==> config.mk <==
export PLATFORM = sky130hd
export DESIGN_NAME = lot_ticket_tx
export DESIGN_NICKNAME = d
export VERILOG_FILES = /design/src/rtl/lot_ticket_tx.sv
export SDC_FILE = /design/constraint.sdc
export NUM_CORES = 1
export LEC_CHECK = 0
export BUFFER_PORTS_ARGS = -buffer_cell sky130_fd_sc_hd__buf_4
export CORE_MARGIN = 4
export CORE_UTILIZATION = 35
export CTS_CLUSTER_SIZE = 14
export DETAILED_ROUTE_END_ITERATION = 6
export PLACE_DENSITY = 0.58
export SLEW_MARGIN = 30
export SYNTH_ARGS = -nofsm -noshare
export SYNTH_HDL_FRONTEND = slang
export SYNTH_SLANG_ARGS = --single-unit
export TNS_END_PERCENT = 5
==> constraint.sdc <==
create_clock -name clk -period 1.8 [get_ports clk]
set_input_delay 0.09 -clock clk [delete_from_list [all_inputs] [get_ports clk]]
set_output_delay 0.09 -clock clk [all_outputs]
set_load 0.01 [all_outputs]
==> src/rtl/lot_ticket_tx.sv <==
// Transmitter for the lottery digit interface: serializes a BCD ticket into
// num/insere strobes and closes every ticket with a one-cycle fim_jogo pulse.
module lot_ticket_tx #(
  parameter int NDIG      = 5,
  parameter int GAP       = 1,
  parameter int FIM_DELAY = 1
) (
  input  logic              clk,
  input  logic              reset,
  input  logic              start,
  input  logic [4*NDIG-1:0] ticket,
  input  logic              abort,
  output logic              ready,
  output logic [3:0]        num,
  output logic              insere,
  output logic              fim_jogo,
  output logic              err,
  output logic [7:0]        sent_cnt
);

  localparam int TW   = 4 * NDIG;
  localparam int IW   = (NDIG > 1) ? $clog2(NDIG) : 1;
  localparam int CMAX = (GAP > FIM_DELAY) ? GAP : FIM_DELAY;
  localparam int CW   = (CMAX > 1) ? $clog2(CMAX) : 1;

  typedef enum logic [2:0] {
    S_IDLE,
    S_SEND,
    S_GAP,
    S_TAIL,
    S_FIM
  } state_t;

  state_t          r_state;
  logic [TW-1:0]   r_shift;
  logic [IW-1:0]   r_idx;
  logic [CW-1:0]   r_cnt;

  state_t          w_state_n;
  logic [TW-1:0]   w_shift_n;
  logic [IW-1:0]   w_idx_n;
  logic [CW-1:0]   w_cnt_n;
  logic [3:0]      w_num_n;
  logic            w_err_n;
  logic            w_adv;
  logic            w_done;
  logic            w_ticket_ok;

  always_comb begin
    w_ticket_ok = 1'b1;
    for (int i = 0; i < NDIG; i++) begin
      if (ticket[4*i +: 4] > 4'd9) w_ticket_ok = 1'b0;
    end
  end

  // NOTE: every signal driven here gets a default first so no path leaves
  // it unassigned; otherwise synthesis infers a latch.
  always_comb begin
    w_state_n = r_state;
    w_shift_n = r_shift;
    w_idx_n   = r_idx;
    w_cnt_n   = r_cnt;
    w_num_n   = 4'd0;
    w_err_n   = err;
    w_adv     = 1'b0;
    w_done    = 1'b0;

    unique case (r_state)
      S_IDLE: begin
        if (start) begin
          if (w_ticket_ok) begin
            w_state_n = S_SEND;
            w_num_n   = ticket[TW-1 -: 4];
            w_shift_n = ticket << 4;
            w_idx_n   = '0;
            w_err_n   = 1'b0;
          end else begin
            w_err_n = 1'b1;
          end
        end
      end
      S_SEND: begin
        if (abort) begin
          w_state_n = S_FIM;
        end else if (r_idx == IW'(NDIG - 1)) begin
          if (FIM_DELAY > 0) begin
            w_state_n = S_TAIL;
            w_cnt_n   = '0;
          end else begin
            w_state_n = S_FIM;
            w_done    = 1'b1;
          end
        end else if (GAP > 0) begin
          w_state_n = S_GAP;
          w_cnt_n   = '0;
        end else begin
          w_adv = 1'b1;
        end
      end
      S_GAP: begin
        if (abort)                          w_state_n = S_FIM;
        else if (r_cnt == CW'(GAP - 1))     w_adv     = 1'b1;
        else                                w_cnt_n   = r_cnt + CW'(1);
      end
      S_TAIL: begin
        if (abort) begin
          w_state_n = S_FIM;
        end else if (r_cnt == CW'(FIM_DELAY - 1)) begin
          w_state_n = S_FIM;
          w_done    = 1'b1;
        end else begin
          w_cnt_n = r_cnt + CW'(1);
        end
      end
      S_FIM:   w_state_n = S_IDLE;
      default: w_state_n = S_IDLE;
    endcase

    // Next digit comes off the top of the shift register.
    if (w_adv) begin
      w_state_n = S_SEND;
      w_num_n   = r_shift[TW-1 -: 4];
      w_shift_n = r_shift << 4;
      w_idx_n   = r_idx + IW'(1);
    end
  end

  // Outputs are registered from the next state so they line up with it.
  // NOTE: state is updated with non-blocking assignments so every register
  // samples pre-edge values regardless of statement order.
  always_ff @(posedge clk) begin
    if (reset) begin
      r_state  <= S_IDLE;
      r_shift  <= '0;
      r_idx    <= '0;
      r_cnt    <= '0;
      ready    <= 1'b1;
      num      <= 4'd0;
      insere   <= 1'b0;
      fim_jogo <= 1'b0;
      err      <= 1'b0;
      sent_cnt <= 8'd0;
    end else begin
      r_state  <= w_state_n;
      r_shift  <= w_shift_n;
      r_idx    <= w_idx_n;
      r_cnt    <= w_cnt_n;
      ready    <= (w_state_n == S_IDLE);
      num      <= w_num_n;
      insere   <= (w_state_n == S_SEND);
      fim_jogo <= (w_state_n == S_FIM);
      err      <= w_err_n;
      if (w_done) sent_cnt <= sent_cnt + 8'd1;
    end
  end

endmodule
======== Yosys cells after proc, flatten, opt, wreduce, memory -nomap -nowiden ========
Index checks and enable logic that the tools add are counted.
storage, ports and cells
  input bits .............................. 24
  output and inout port bits .............. 16
  ROM bits ................................ 0
  bits in latches ......................... 0
  memories ................................ 0
  logic and storage cells ................. 71
  memory bits (writable) .................. 0
  register bits after elaboration ......... 39
operators by class
  eq/ne operators ......................... 8
  muxes and demuxes ....................... 35
  shifts and indexed selects .............. 0
  multiply operators ...................... 0
  reduce and logical (&&, ||, !) cells .... 10
  $lt $le $gt $ge ......................... 5
  div/mod/pow operators ................... 0
  bitwise gates (word level) .............. 0
  $add $sub $neg .......................... 3
operator list
  operator             count
  $mux 20              4
  $mux 3               11
  $gt 4x4->1 const B   5
  $mux 4               4
  $mux 1               14
  $pmux 3 s4           1
  $add 8x1->8 const B  1
  $reduce_bool 2->1    4
  $eq 3x1->1 const B   2
  $eq 3x2->1 const B   2
  $eq 3x3->1 const B   2
  $logic_not 3->1      2
  $reduce_and 3->1     2
  $ne 2x2->1 const B   2
  $add 3x1->3 const B  1
  $pmux 1 s2           1
  $reduce_and 2->1     1
  $reduce_or 2->1      1
  $add 1x1->1 const B  1

======== Logic depth before layout (Yosys ltp) ========
Gate-level depths: netlist of run 1.
  depth in word-level cells ............... 11
  mapped depth ............................ 6
  mapped depth without buffers ............ 5

======== Worst setup path before layout of run 1 ========
Ideal clock, no wire load.
  path type ............................... flip-flop to flip-flop
  from .................................... register r_state[0]
  to ...................................... register r_shift[14]
  arrival ................................. 1.414 ns
  required time ........................... 1.709 ns
  library setup time ...................... 0.091 ns
  cell stages (with the launch flop) ...... 7
  path buffers ............................ 2
  period minus slack after synthesis ...... 1.505 ns
  slack ................................... 0.295 ns
  cell sequence ........................... dfxtp_1 buf_4 nor4b_4 and4_4 buf_6 nand3_1 a311oi_1
between the ends
  longest elaborated chain between the ends .. 4
  elaborated cells on any way between the ends .. 8
  classes of those cells .................. eq/ne: 1; mux: 2; reduce/logical: 5
RTL lines
  what                         line  source
  from (decl)                  34    state_t r_state;
  from (signal assigned)       144   r_state <= w_state_n;
  $eq 3x2->1                   68    unique case (r_state)
  $mux 1                       -
  $reduce_bool 2->1 (no line)  -
  $reduce_and 3->1 (no line)   -
  to (signal assigned)         145   r_shift <= w_shift_n;
  to (decl)                    35    logic [TW-1:0] r_shift;
Several ways; a longest one is shown, not always the timed one.
A chain may end at the register's enable or synchronous reset.

======== Worst setup path after layout of run 1 ========
  from .................................... register r_state[1]
  to ...................................... register r_shift[8]
Same word-level chain as after synthesis.

==> metrics.md, run 1 <==
| Metric | Value |
|---|---|
| Crit-path max cell delay | `0.44 ns` |
| Post-CTS setup buffers | `0` |
| Worst-Margin Slew | `approximately 0.41 ns` |
| Comb pwr share | `around 10%` |
| Crit path launch | `r_state[1]$_SDFF_PP0_` |
| Synth warnings | `0` |
| Hold Startpoint | `ticket[0]` |
| Reg2reg start | `r_state[1]$_SDFF_PP0_` |
| Leakage Power | `about 0.00086 uW` |
| Status | `completed` |
| Flops & latches, synth | `38` |
| Setup violators final | `0` |
| Worst slew margin relative to its limit | `just over 70%` |
| Fin area | `2160 um2` |
| Die X-Extent | `78.0 um` |
| Sequential share of the synthesized area | `44.3%` |
| Top-count cell post-synth | `dfxtp_1` |
| Minimum clock period | `roughly 1.6 ns` |
| CTS tree | `yes` |
| # diodes | `0` |
| Die height | `78.0 um` |
| Psw | `approximately 370 uW` |
| Gr usage total | `a little over an eighth` |
| Crit-path cells | `nor4b_4 > and4_4 > nand3_1 > a311oi_1` |
| EDFF count, synth | `0` |
| Routed wire length | `4010 um` |
| Cell Int Power | `roughly 1200 uW` |
| Final hold vios | `0` |
| Power Density | `between 700 and 800 nW/um2` |
| Ys async rst share | `0%` |
| CTS clk-pin slew, worst paths | `~0.07 ns` |
| Initial Util | `between 30% and 40%` |
| Mapped Nets | `approximately 230` |
| DRC viols | `0` |
| Clock insertion delay at the later pin of the skew report | `0.28 ns` |
| Finished Core Util | `45.7%` |
| Min Hold Slack | `0.0663 ns` |
| CTS Hold Bufs | `0` |
| Total grt overflow | `0` |
| Clock buffers created by TritonCTS | `5` |
| Sequential share of power | `a little under three fifths` |
| CP Launch Type | `register` |
| Vias post-DR | `1545` |
| Fin crit share | `between 80% and 90%` |
| Routed len/inst | `13.2 um` |
| Worst-path maximum fanout | `21` |
| FP Rows | `25` |
| Detail Route Antenna Nets | `0` |
| Top-area cell type share of the netlist area | `between 40% and 50%` |
| 1st-iter DRT viols | `54` |
| Core area | `4720 um2` |
| Critical Path Sink Type | `register` |
| Top_reg_cell synth | `dfxtp_1` |
| Clock sink total | `38` |
| Layout cell share with drive strength beyond 1 | `approximately 26%` |
| GP Congestion | `approximately 0.73` |
| Place WS | `between 0.2 and 0.25 ns` |
| Sw frac | `between 20% and 30%` |
| Synth area leader | `dfxtp_1` |
| IO buf count | `39` |
| Avg Cell Area, Syn | `about 8.6 um2` |
| Achievable Freq | `roughly 640 MHz` |
| Critical Path RT | `between 1.5 and 2 ns` |
| Fin nets | `approximately 260` |
| First-pass GRT wire length | `6690 um` |
| Bufs on Longest Clock Path | `2` |
| Mapped cell area | `~1700 um2` |
| Initial antenna violation count | `0` |
| Clk pwr share | `roughly 35%` |
| Synth Instances | `199` |
| Final setup TNS | `0 ns` |
| Area Overhead vs Synth | `25.8%` |
| Dominant cells by area after synthesis | `dfxtp_1, nor2_1, o21ai_0` |
| Slew Limit Fails | `0` |
| Synth unique cells | `36` |
| Post-CTS sizing | `0` |
| First-pass DRT Iterations | `4` |
| Critical-path top delay cell | `and4_4` |
| WP data arrival | `approximately 1.8 ns` |
| Vias per std cell | `between 5 and 6` |
| H-tree levels | `2` |
| Final WS setup | `around 0.24 ns` |
| DPL Wire Length | `approximately 2700 um` |
| Max cap viols | `0` |
| Hold crit path type | `primary input to register` |
| Root Driver | `clkbuf_8` |
| Io pins | `40` |
| Largest net degree at the start of global routing | `36` |
| Synth top cells by count | `dfxtp_1, nor2_1, o21ai_0, nand3_1, nand2_1` |
| Die area | `6090 um2` |
| Placed cell areas | `2080 um2` |
| Worst Skew | `about 0.0060 ns` |
| RSZ-0062 raised after global routing | `false` |
| Vias in the first global route | `around 1400` |
| Crit path kind | `register to register` |
| Worst vdd ir | `between 0.0003 and 0.0004 V` |
==> final timing paths <==
kind	endpoint	slack [ns]	depth (start not counted)
max	r_shift[8]$_SDFFE_PP0P_	0.24	4
min	r_shift[4]$_SDFFE_PP0P_	0.07	3
max reg2reg	r_shift[8]$_SDFFE_PP0P_	0.24	4
min reg2reg	num[3]$_SDFF_PP0_	0.46	2
==> power by group through the flow <==
stage | clock, uW | sequential (uW) | combinational, uW
global placement | 0 | 879 | 159
CTS | 558 | 860 | 158
detailed placement | 0 | 879 | 157
global route | 595 | 861 | 173
finish | 537 | 860 | 158
floorplan | 0 | 880 | 80.8
==> state kept, by name, summed over array words and instances, names as in the netlist, 3 cells and up <==
name / cells
r_shift: 16
sent_cnt: 8
r_idx: 3
r_state: 3
num: 4
==> routing by layer <==
layer	track usage, %	vias up	wire [um]
li1	-	789	-
met1	18.4	710	1940
met2	21.1	44	1800
met3	3.56	2	243
met4	4.20	0	28
met5	0	-	0
==> worst max-delay path, delay by kind of cell (launching register included) <==
| family | cells | cell delay, ns |
|---|---|---|
| simple gates | 3 | 0.90 |
| flops | 1 | 0.33 |
| compound gates | 1 | 0.25 |
==> kinds of logic (layout without fill, tap and decap cells) <==
group                    after synthesis  in the layout  synth area share [%]
buffers and inverters                 19             57                  6.20
multiplexers                           1              1                 0.583
adder cells (fa/ha/maj)                3              3                  2.19
XOR/XNOR                               8              8                  4.08
AND/OR/NAND/NOR                       74             74                  22.7
flip-flops                            38             38                  44.3
AO/OA/AOI/OAI                         56             56                  20.0
==> cell type report <==
cell class	count	area [um2]
fillers	485	2560
multi-input cells	142	856
clock inverters	2	10.0
well taps	67	83.8
inverters	2	7.51
clock buffers	5	68.8
flip-flops and latches	38	761
repair buffers	48	373
==> stage by stage <==
stage | total power (uW) | cells
floorplan | 960 | 199
global placement | 1040 | 297
detailed placement | 1040 | 297
CTS | 1580 | 304
global route | 1630 | 304
finish | 1550 | 304
==> cells in the final DEF (no fill, tap or decap), types with 6 or more instances in the layout <==
cell type  instances
a211oi_1           6
a21oi_1           11
a311oi_1           9
buf_4             47
dfxtp_1           38
nand2_1           12
nand3_1           17
nor2_1            26
o21ai_0           19
xor2_1             7
(Power assumes the default switching activity.)
==> run 2, diff against run 1 <==
- clock period: 1.8 -> 1.45 ns (I/O delays scaled with it)
==> metrics.md, run 2 (same netlist as run 1, synthesis figures left out) <==
| Metric | Value |
|---|---|
| Critical Path Sink Type | `register` |
| Crit-path cells | `nor4b_4 > buf_4 > and4_4 > nand2_1 > a311oi_1` |
| Critical Path RT | `about 1.7 ns` |
| Fin area | `about 2300 um2` |
| Leading cell types in the layout, fill and taps excluded | `buf_4, dfxtp_1, nor2_1` |
| Min Hold Slack | `0.0368 ns` |
| Minimum clock period | `approximately 1.5 ns` |
| Clock insertion delay at the later pin of the skew report | `roughly 0.29 ns` |
| Hold Startpoint | `ticket[16]` |
| CP Launch Type | `register` |
| Fin nets | `around 280` |
| Initial Util | `a little over a third` |
| Metal1 wirelength | `1950 um` |
| Die height | `~78 um` |
| Violated checks | `setup timing` |
| Crit path kind | `register to register` |
| Reg2Reg Depth | `5` |
| Hold endpoint | `num[0]$_SDFF_PP0_` |
| Layout cell share with drive strength beyond 1 | `32.4%` |
| Worst-path maximum fanout | `8` |
| Comb pwr share | `between 10% and 20%` |
| Final setup TNS | `-0.142 ns` |
| Top Registers | `r_shift x16, sent_cnt x8, num x4` |
| Routed wire length | `between 4000 and 5000 um` |
| Worst-Margin Slew | `0.561 ns` |
| Slew Limit Fails | `0` |
| Post-Layout Cell Count | `317` |
| CP delay by family, top | `simple AND/OR/NAND/NOR gates` |
| Crit-path max cell delay | `~0.34 ns` |
| IO buf count | `39` |
| Sw frac | `approximately a quarter` |
| Sequential share of power | `52.2%` |
| CTS tree | `yes` |
| Final hold vios | `0` |
| GP Congestion | `slightly above 0.7` |
| Psw | `roughly 490 uW` |
| Area Overhead vs Synth | `36.5%` |
| Detail Route Antenna Nets | `0` |
| WL met2 | `around 2000 um` |
| First-pass GRT wire length | `7360 um` |
| Clk pwr share | `36.1%` |
| Vias post-DR | `roughly 1600` |
| CTS clk-pin slew, worst paths | `0.07 ns` |
| RSZ-0062 raised after global routing | `true` |
| H-tree levels | `2` |
| Total Power | `2050 uW` |
| DPL Wire Length | `approximately 2800 um` |
| # diodes | `0` |
| Worst slew margin relative to its limit | `62.2%` |
| Cell Int Power | `between 1500 and 2000 uW` |
| Final WS setup | `-0.0264 ns` |
| Clock buffers created by TritonCTS | `5` |
| Crit Reg-Reg Endpoint | `insere$_SDFF_PP0_` |
| Vias in the first global route | `1582` |
| Critical-path top delay cell | `dfxtp_2` |
| DRC viols | `0` |
| Initial antenna violation count | `0` |
| Leading cell type in the layout, fill and taps excluded | `buf_4` |
| Status | `complete, but fails checks` |
| Die X-Extent | `78.0 um` |
| Setup violators final | `11` |
| Io pins | `40` |
| Clock sink total | `38` |
| FF-to-FF setup slack | `-0.03 ns` |
| Die area | `between 6000 and 7000 um2` |
| Reg2reg start | `r_state[1]$_SDFF_PP0_` |
| Worst vdd ir | `approximately 0.00050 V` |
| Placed cell count | `~300` |
| Max cap viols | `0` |
| Leakage Power | `approximately 0.00093 uW` |
| Worst Skew | `0.00376 ns` |
| Placed cell areas | `~2100 um2` |
| Largest reg by FF count | `r_shift` |
| Met3 wire len | `around 230 um` |
| Root Driver | `clkbuf_8` |
| Achievable Freq | `just under 700 MHz` |
| WP data arrival | `1.68 ns` |
| CP bufs+invs | `1` |
| 1st-iter DRT viols | `75` |
| Hold path depth | `3` |
| First-pass DRT Iterations | `4` |
| Largest net degree at the start of global routing | `36` |
| Power Density | `around 870 nW/um2` |
| Top routing layer used | `met4` |
| Gr usage total | `15.0%` |
| Largest register FFs | `16` |
| FP Rows | `25` |
| Routed len/inst | `13.5 um` |
| Total grt overflow | `0` |
| Core area | `about 4700 um2` |
| Fin crit share | `102%` |
| Vias per std cell | `5.17` |
| Hold crit path type | `primary input to register` |
| Bufs on Longest Clock Path | `2` |
## run 2: changes by cell type in the layout (fill, tap and decap cells not counted), moves of 2 or more
cell / change
a21oi_1: -2
a21oi_2: +2
buf_4: +5
buf_6: +5
dfxtp_1: -2
dfxtp_2: +2
nand3_1: -2
nand3_2: +2
o21ai_0: -10
o21ai_1: +10
## run 2: metrics by stage
step	util [%]	worst slack, ns
3_3_place_gp	45.4	-0.0604
6_report	49.6	-0.0264
5_1_grt	49.6	-0.140
4_1_cts	49.0	-0.0144
2_1_floorplan	-	-0.0455
3_5_place_dp	45.4	-0.128
## run 2: area by class of cell
| class | count | area, um2 |
|---|---|---|
| Tap cell | 67 | 83.8 |
| Sequential cell | 38 | 763 |
| Inverter | 2 | 7.51 |
| Multi-Input combinational cell | 143 | 911 |
| Fill cell | 476 | 2380 |
| Timing Repair Buffer | 59 | 487 |
| Clock buffer | 7 | 86.3 |
| Clock inverter | 1 | 5.00 |
## run 2: worst register-to-register path, cell delays in order (launching register included)
cell      delay [ns]
dfxtp_2         0.34
nor4b_4         0.27
buf_4           0.18
and4_4          0.29
nand2_1         0.10
a311oi_1        0.21
## run 2: how the worst max path moves through the flow
stage                                to  cells after the start  slack [ns]             startpoint
3_5_place_dp    r_shift[8]$_SDFFE_PP0P_                      4       -0.13  r_state[0]$_SDFF_PP0_
4_1_cts         r_shift[8]$_SDFFE_PP0P_                      5       -0.01  r_state[1]$_SDFF_PP0_
2_1_floorplan  r_shift[11]$_SDFFE_PP0P_                      6       -0.05  r_state[0]$_SDFF_PP0_
3_3_place_gp    r_shift[8]$_SDFFE_PP0P_                      4       -0.06  r_state[0]$_SDFF_PP0_
6_report              insere$_SDFF_PP0_                      5       -0.03  r_state[1]$_SDFF_PP0_
5_1_grt         r_shift[5]$_SDFFE_PP0P_                      6       -0.14  r_state[1]$_SDFF_PP0_
## run 2: what timing repair did
action | 4_1_cts | 5_1_grt
setup buffers | 3 | 0
gates resized for setup | 13 | 14
gates cloned | 2 | 0
hold buffers | 0 | 0
pin swaps | 10 | 12
setup endpoints to repair | 27 | 33
## run 2: routing by layer
metal / vias to the layer above / GRT usage [%]
met5: - / 0
met4: 0 / 6.29
met3: 7 / 3.44
met2: 42 / 24.3
met1: 769 / 19.3
li1: 820 / -
## run 2: power by group through the flow
stage / Combinational (uW) / Clock (uW) / Sequential (uW)
global route: 261 / 798 / 1070
detailed placement: 207 / 0 / 1090
finish: 239 / 739 / 1070
global placement: 207 / 0 / 1090
floorplan: 101 / 0 / 1090
CTS: 232 / 770 / 1070
==> run 3, diff against run 2 <==
- REMOVE_ABC_BUFFERS: not set -> 1
==> metrics.md, run 3 (same netlist as run 1, synthesis figures left out) <==
| Metric | Value |
|---|---|
| Status | `complete, but fails checks` |
| Violated checks | `setup timing` |
| Worst-path maximum fanout | `5` |
| Worst vdd ir | `approximately 0.00046 V` |
| Critical Path Sink Type | `register` |
| Die area | `6090 um2` |
| Layout cell share with drive strength beyond 1 | `about 36%` |
| Root Driver | `clkbuf_8` |
| Minimum clock period | `1.54 ns` |
| CTS Hold Bufs | `0` |
| FP Rows | `25` |
| Slew Limit Fails | `0` |
| WP data arrival | `between 1.5 and 2 ns` |
| CP bufs+invs | `2` |
| Clock sink total | `38` |
| Largest register FFs | `16` |
| Setup violators final | `19` |
| Power Density | `around 840 nW/um2` |
| Final setup TNS | `-0.973 ns` |
| Routed len/inst | `14.1 um` |
| IO buf count | `39` |
| Worst Skew | `~0.0025 ns` |
| Clock insertion delay at the later pin of the skew report | `between 0.2 and 0.3 ns` |
| Top Registers | `r_shift x16, sent_cnt x8, num x4` |
| Final hold vios | `0` |
| Fillers | `455` |
| Worst-Margin Slew | `0.663 ns` |
| Io pins | `40` |
| Finished Core Util | `between 50% and 60%` |
| Core area | `approximately 4700 um2` |
| Min Hold Slack | `between 0.03 and 0.04 ns` |
| First-pass DRT Iterations | `4` |
| Vias in the first global route | `1471` |
| Total grt overflow | `0` |
| CTS clk-pin slew, worst paths | `~0.070 ns` |
| Area taken by multi-input logic gates | `966 um2` |
| # diodes | `0` |
| Worst slew margin relative to its limit | `about 55%` |
| Crit-path max cell delay | `0.34 ns` |
| Gr usage total | `roughly 14%` |
| Crit-path cells | `nor4b_4 > buf_4 > nand4_4 > buf_12 > o21ai_2 > a311oi_2` |
| Critical-path top delay cell | `dfxtp_2` |
| Max cap viols | `0` |
| Leading cell type in the layout, fill and taps excluded | `buf_4` |
| Initial antenna violation count | `0` |
| Sequential cell area | `between 700 and 800 um2` |
| Largest reg by FF count | `r_shift` |
| Fin nets | `~280` |
| Vias post-DR | `around 1600` |
| CP Launch Type | `register` |
| Total Power | `approximately 2000 uW` |
| Routed wire length | `approximately 4500 um` |
| Hold crit path type | `primary input to register` |
| First-pass GRT wire length | `between 6000 and 7000 um` |
| Crit path kind | `register to register` |
| Vias per std cell | `between 5 and 6` |
| Fin crit share | `106%` |
| Die height | `just under 80 um` |
| CP delay by family, top | `simple AND/OR/NAND/NOR gates` |
| Achievable Freq | `between 600 and 700 MHz` |
| H-tree levels | `2` |
| 1st-iter DRT viols | `105` |
| Leakage Power | `0.000951 uW` |
| DRC viols | `0` |
| RSZ-0062 raised after global routing | `true` |
| Critical Path RT | `~1.6 ns` |
| Clock buffers created by TritonCTS | `5` |
| Bufs on Longest Clock Path | `2` |
| Die X-Extent | `around 78 um` |
| Initial Util | `between 30% and 40%` |
| DPL Wire Length | `between 2000 and 3000 um` |
| Largest net degree at the start of global routing | `36` |
| Leading cell types in the layout, fill and taps excluded | `buf_4, dfxtp_1, nor2_1` |
| Detail Route Antenna Nets | `0` |
| GP Congestion | `about 0.80` |
| Final WS setup | `-0.0895 ns` |
| CTS tree | `yes` |
| Area Overhead vs Synth | `40.0%` |
run 3: changes by cell type in the layout (fill, tap and decap cells not counted), sizes merged:
cell / delta
and4: +1
buf: -2
clkbuf: +2
clkinv: -1
run 3: final cells by class:
class	count	share of cell area [%]
inverters	2	0.312
well taps	67	3.49
repair buffers	59	21.1
clock buffers	7	3.18
flip-flops and latches	38	31.8
multi-input cells	144	40.2
run 3: what timing repair did:
action	4_1_cts	5_1_grt
resized for setup	10	26
buffers inserted	0	2
gates cloned	0	5
endpoints found under the setup margin	24	28
pin swaps	13	9
run 3: metrics by stage:
| step | instances | worst slack, ns | instance area (um2) |
|---|---|---|---|
| 2_1_floorplan | 182 | -0.494 | 1620 |
| 3_3_place_gp | 303 | -0.0317 | 2140 |
| 3_5_place_dp | 303 | -0.0496 | 2140 |
| 4_1_cts | 310 | -0.0506 | 2230 |
| 5_1_grt | 317 | -0.163 | 2400 |
| 6_report | 317 | -0.0895 | 2400 |
run 3: layer usage:
layer	up-vias	wire [um]	track usage [%]
li1	826	-	-
met5	-	0	0
met2	48	2030	21.8
met4	0	55	3.15
met3	7	285	5.05
met1	749	2090	18.6
run 3: worst min-delay path: stages:
cell and delay (ns):
buf_4 0.11, nand3_1 0.05, a21oi_1 0.05
run 3: path summary, 6_finish.rpt:
path / from / to / slack, ns / depth (start not counted)
min reg2reg: r_shift[16]$_SDFFE_PP0P_ / num[0]$_SDFF_PP0_ / 0.46 / 2
min: ticket[0] / r_shift[4]$_SDFFE_PP0P_ / 0.04 / 3
max reg2reg: r_state[0]$_SDFF_PP0_ / r_shift[14]$_SDFFE_PP0P_ / -0.09 / 6
max: r_state[0]$_SDFF_PP0_ / r_shift[14]$_SDFFE_PP0P_ / -0.09 / 6
run 3: power by group:
part	internal (uW)	switching (uW)	total, uW
clock network	331	345	676
registers	1060	10.1	1070
logic	127	140	267
total	1520	495	2010
